<file path="src/rtl/pc_fetch_unit_if.sv">
// Fetch-side bus: PCAdder loop, instruction-memory handshake and decode-facing outputs.
// The master modport belongs to pc_fetch_unit; the slave modport to its environment.
interface pc_fetch_unit_if;
  logic [31:0] PC;
  logic [31:0] pcPlus4;
  logic        branchTaken;
  logic [31:0] branchTarget;
  logic        stall;
  logic        imemReq;
  logic [31:0] imemAddr;
  logic        imemReady;
  logic [31:0] imemData;
  logic        instrValid;
  logic [31:0] instr;
  logic [31:0] instrPC;

  modport master (
    output PC, imemReq, imemAddr, instrValid, instr, instrPC,
    input  pcPlus4, branchTaken, branchTarget, stall, imemReady, imemData
  );

  modport slave (
    input  PC, imemReq, imemAddr, instrValid, instr, instrPC,
    output pcPlus4, branchTaken, branchTarget, stall, imemReady, imemData
  );
endinterface

</file>
<file path="src/rtl/pc_fetch_unit.sv">
// PC register and fetch controller: requests from imem at PC, captures the word,
// presents it to decode until consumed, and redirects on branches.
module pc_fetch_unit #(
  parameter logic [31:0] RESET_PC = 32'h0000_0000
) (
  input logic                clock,
  input logic                reset,
  pc_fetch_unit_if.master    bus
);

  typedef enum logic [1:0] {
    StBoot  = 2'b00,
    StFetch = 2'b01,
    StIssue = 2'b10
  } state_e;

  state_e      state_q, state_d;
  logic [31:0] pc_q, pc_d;
  logic [31:0] instr_q, instr_d;
  logic [31:0] instr_pc_q, instr_pc_d;
  logic [31:0] target_aligned;

  assign target_aligned = {bus.branchTarget[31:2], 2'b00};

  always_ff @(posedge clock or negedge reset) begin
    if (!reset) begin
      state_q    <= StBoot;
      pc_q       <= {RESET_PC[31:2], 2'b00};
      instr_q    <= 32'h0;
      instr_pc_q <= 32'h0;
    end else begin
      state_q    <= state_d;
      pc_q       <= pc_d;
      instr_q    <= instr_d;
      instr_pc_q <= instr_pc_d;
    end
  end

  always_comb begin
    state_d    = state_q;
    pc_d       = pc_q;
    instr_d    = instr_q;
    instr_pc_d = instr_pc_q;
    case (state_q)
      StBoot: state_d = StFetch;
      StFetch: begin
        // A redirect outranks a same-cycle memory response; that data is dropped.
        if (bus.branchTaken) begin
          pc_d = target_aligned;
        end else if (bus.imemReady) begin
          instr_d    = bus.imemData;
          instr_pc_d = pc_q;
          pc_d       = {bus.pcPlus4[31:2], 2'b00};
          state_d    = StIssue;
        end
      end
      StIssue: begin
        if (bus.branchTaken) begin
          pc_d    = target_aligned;
          state_d = StFetch;
        end else if (!bus.stall) begin
          state_d = StFetch;
        end
      end
      default: state_d = StFetch;
    endcase
  end

  // Handshake outputs decode from state alone, so no input reaches them combinationally.
  assign bus.imemReq    = (state_q == StFetch);
  assign bus.instrValid = (state_q == StIssue);
  assign bus.PC         = pc_q;
  assign bus.imemAddr   = pc_q;
  assign bus.instr      = instr_q;
  assign bus.instrPC    = instr_pc_q;

endmodule

</file>
<file path="src/flat_wrapper.sv">
// flat-port wrapper written by rule: the top's interface ports become plain ports
module pc_fetch_unit_flat 
#(
  parameter logic [31:0] RESET_PC = 32'h0000_0000
)
  (clock, reset, bus_PC, bus_imemReq, bus_imemAddr, bus_instrValid, bus_instr, bus_instrPC, bus_pcPlus4, bus_branchTaken, bus_branchTarget, bus_stall, bus_imemReady, bus_imemData);
  pc_fetch_unit_if bus_i ();
  input logic clock;
  input logic reset;
  output wire logic [$bits(bus_i.PC)-1:0] bus_PC;
  output wire logic [$bits(bus_i.imemReq)-1:0] bus_imemReq;
  output wire logic [$bits(bus_i.imemAddr)-1:0] bus_imemAddr;
  output wire logic [$bits(bus_i.instrValid)-1:0] bus_instrValid;
  output wire logic [$bits(bus_i.instr)-1:0] bus_instr;
  output wire logic [$bits(bus_i.instrPC)-1:0] bus_instrPC;
  input wire logic [$bits(bus_i.pcPlus4)-1:0] bus_pcPlus4;
  input wire logic [$bits(bus_i.branchTaken)-1:0] bus_branchTaken;
  input wire logic [$bits(bus_i.branchTarget)-1:0] bus_branchTarget;
  input wire logic [$bits(bus_i.stall)-1:0] bus_stall;
  input wire logic [$bits(bus_i.imemReady)-1:0] bus_imemReady;
  input wire logic [$bits(bus_i.imemData)-1:0] bus_imemData;
  assign bus_PC = bus_i.PC;
  assign bus_imemReq = bus_i.imemReq;
  assign bus_imemAddr = bus_i.imemAddr;
  assign bus_instrValid = bus_i.instrValid;
  assign bus_instr = bus_i.instr;
  assign bus_instrPC = bus_i.instrPC;
  assign bus_i.pcPlus4 = bus_pcPlus4;
  assign bus_i.branchTaken = bus_branchTaken;
  assign bus_i.branchTarget = bus_branchTarget;
  assign bus_i.stall = bus_stall;
  assign bus_i.imemReady = bus_imemReady;
  assign bus_i.imemData = bus_imemData;
  pc_fetch_unit #(.RESET_PC(RESET_PC)) u_core (.clock(clock), .reset(reset), .bus(bus_i));
endmodule
</file>
<file path="config.mk">
export PLATFORM = sky130hd
export DESIGN_NAME = pc_fetch_unit_flat
export DESIGN_NICKNAME = d
export VERILOG_FILES = /design/src/rtl/pc_fetch_unit_if.sv /design/src/rtl/pc_fetch_unit.sv /design/src/flat_wrapper.sv
export SDC_FILE = /design/constraint.sdc
export NUM_CORES = 1
export LEC_CHECK = 0
export CAP_MARGIN = 20
export CORE_MARGIN = 4
export CORE_UTILIZATION = 40
export DETAILED_ROUTE_END_ITERATION = 12
export PLACE_DENSITY = 0.82
export SKIP_CTS_REPAIR_TIMING = 1
export SLEW_MARGIN = 5
export SYNTH_ARGS = -nofsm -noshare
export SYNTH_HDL_FRONTEND = slang
export SYNTH_SLANG_ARGS = --single-unit
</file>
<file path="constraint.sdc">
create_clock -name clock -period 1.7 [get_ports clock]
set_input_delay 0.34 -clock clock [delete_from_list [all_inputs] [get_ports clock]]
set_output_delay 0.34 -clock clock [all_outputs]
set_load 0.02 [all_outputs]
</file>
==> flow_metrics.tcl <==
set metrics [dict create \
    crit_type "primary input to flip-flop" \
    grt_pass1_vias 3254 \
    grt-ovfl-total 0 \
    place.gp.congestion 0.757 \
    min_path_type "primary input to async pin" \
    cp-end-kind "flip-flop" \
    wl_per_cell_um 18.9 \
    fin_tns_setup_ns 0 \
    p_comb_share_pct 41.3 \
    cts_root_buf "clkbuf_8" \
    drtIter0Drc 99 \
    clock_path_buffers 2 \
    start_util_pct 41.4 \
    fmax_mhz 598 \
    outcome "complete, no violations" \
    crit_family "buffers and inverters" \
    final_max_slew_viol_count 0 \
    die_w_um 112 \
    io_buffers 220 \
    hold_slack_ns 0.402 \
    setup_viol_count_final 0 \
    crit_start "bus_branchTaken" \
    placementRows 37 \
    cts_buffers 9 \
    syn_to_final_growth_pct 61.4 \
    reg2reg_depth 3 \
    crit_required_ns 1.94 \
    path_depth 4 \
    p_clk_share_pct 20.6 \
    finalClockSkew_ns 0.00699 \
    syn_inst 278 \
    multi_input_area_mm2 0.00154 \
    max_stage_delay_ns 0.51 \
    netSwitchingPower_mw 2.66 \
    n_fill_cell 751 \
    cp_slowest_cell "clkdlybuf4s50_1" \
    fin_crit_ns 1.67 \
    grt_usage_pct 17.7 \
    grt_max_degree 34 \
    startpoint_type "primary input" \
    final_hold_viol_count 0 \
    worstReg2RegEnd "u_core.bus.instrPC[28]$_DFFE_PN0P_" \
    seqPwrFrac_pct 38.2 \
    cp.arrival_ns 1.91 \
    synth.distinct_cells 18 \
    grt_pass1_wl_um 17800 \
    drt_pass1_iterations 4 \
    yosysTopAreaCellShare_pct 54.3 \
    leakage_nw 3.64 \
    nNetsFinal 578 \
    cts_tree "yes" \
    core_mm2 0.0105 \
    r2r_start "u_core.state_q[1]$_DFFE_PN0P_" \
    swShare_pct 32.4 \
    peakVddDrop_v 0.000650 \
    synth.yosys.seq_area_share_pct 54.3 \
    yosys_warnings 0 \
    insertion_delay_ns 0.35 \
    dieArea_mm2 0.0126 \
    dpl.hpwl_um 8750 \
    crit_end "u_core.bus.instrPC[28]$_DFFE_PN0P_" \
    via_per_inst 4.78 \
    num_vias 2956 \
    crit_buf_inv 2 \
    netlist_area_mm2 0.00434 \
    r2r_slack_ns 0.12 \
    synth-seq-cells 94 \
    antenna_cells 0 \
    cts.sinks 94 \
    die_height_um 112 \
    totalPowerFinal_mw 8.20 \
    finalCritPeriodShare_pct 98.4 \
    power.density_mw_per_mm2 1170 \
    maxCapViolCount 0 \
    synth.largest_area_cell "dfrtp_1" \
    path_cells "clkdlybuf4s50_1 -> and4bb_4 -> buf_12 -> mux2_4" \
    antenna_found_initial 0 \
    synthTopCellsByArea "dfrtp_1, mux2_4, o221a_1, buf_4, nand2b_1" \
    pin_count 231 \
    clk_pin_slew_ns 0.09 \
    antenna_left 0 \
    p_int_mw 5.54 \
    drt-total-wl_um 11700 \
    drive_gt1_share_pct 19.7 \
    htreeDepth 3 \
    worstPathMaxFanout 23 \
    syn_area_per_cell_um2 15.6 \
    remaining_drc_errors 0 \
    regArea_mm2 0.00235 \
]
routing by layer:
layer | GRT usage, % | vias to the layer above | share of wire [%]
met5 | 0 | - | 0
met4 | 6.49 | 0 | 2.2
met3 | 6.15 | 18 | 7.8
met2 | 29.6 | 128 | 50
met1 | 21.3 | 1460 | 40
li1 | - | 1350 | -
flip-flops by register name, indices dropped and copies added (netlist names):
signal              flops
u_core.bus.instr       32
u_core.bus.PC          30
u_core.bus.instrPC     30
u_core.state_q          2
power groups by stage:
stage | Combinational (mW) | Clock (mW) | Sequential (mW)
floorplan | 1.26 | 0 | 3.78
global placement | 3.46 | 0 | 3.17
finish | 3.38 | 1.69 | 3.13
global route | 3.55 | 1.83 | 3.22
CTS | 3.54 | 1.73 | 3.17
detailed placement | 3.53 | 0 | 3.19
cell usage after synthesis:
cell      count
dfrtp_1      94
mux2_4       62
buf_4        36
nand2b_1     30
o221a_1      30
buf_12        7
buf_2         4
clkbuf_1      4
nor2b_1       2
a22o_1        1
a31o_1        1
and4bb_4      1
buf_6         1
conb_1        1
inv_1         1
inv_2         1
nand2_1       1
xor2_1        1
placed cells by master, fill, tap and decap left out, types with 2 or more instances in the layout:
cell             netlist  layout
clkdlybuf4s50_1        0     101
clkbuf_8               0      11
nor2b_1                2       2
mux2_4                62      62
conb_1                 1       6
buf_4                 36       8
dlymetal6s2s_1         0     118
bufinv_16              0       2
buf_12                 7       7
nand2b_1              30      30
o221a_1               30      30
dfrtp_1               94      94
how the worst min path moves through the flow:
stage,slack [ns],cells past startpoint,startpoint,to
after floorplan,0.04,0,reset,u_core.bus.PC[10]$_DFFE_PN0P_
after global placement,0.24,1,reset,u_core.bus.instrPC[5]$_DFFE_PN0P_
after CTS,-0.17,1,reset,u_core.bus.PC[7]$_DFFE_PN0P_
after global routing,0.39,2,reset,u_core.bus.PC[7]$_DFFE_PN0P_
final,0.40,2,reset,u_core.bus.PC[7]$_DFFE_PN0P_
after detailed placement,0.24,1,reset,u_core.bus.instrPC[5]$_DFFE_PN0P_
area by class of cell:
cell class	instances	area share, %
repair buffers	235	38.5
multi-input cells	135	22.0
clock inverters	5	1.16
inverters	2	0.107
clock buffers	11	2.16
flip-flops and latches	94	33.6
well taps	136	2.43
cell families (layout without fill, tap and decap cells):
logic type / Yosys count / count (layout) / share of synthesized area (%)
muxes: 62 / 62 / 21.5
AOI/OAI and AO/OA: 32 / 32 / 8.20
xor gates and xnor gates: 1 / 1 / 0.202
DFF: 94 / 94 / 54.3
and+or+nand+nor: 34 / 34 / 5.08
other: 1 / 6 / 0.0865
buffers and inverters: 54 / 253 / 10.7
through the flow:
| stage | instance area [um^2] | setup WS (ns) | instances | utilization (%) |
|---|---|---|---|---|
| global placement | 6460 | -0.297 | 601 | 61.7 |
| detailed placement | 6460 | -0.353 | 601 | 61.7 |
| finish | 7000 | 0.0276 | 618 | 66.9 |
| floorplan | 4350 | 0.254 | 283 | - |
| global route | 7000 | -0.00397 | 618 | 66.9 |
| CTS | 6690 | -0.284 | 617 | 64.0 |
No activity file was read; power rests on OpenSTA's default activity.
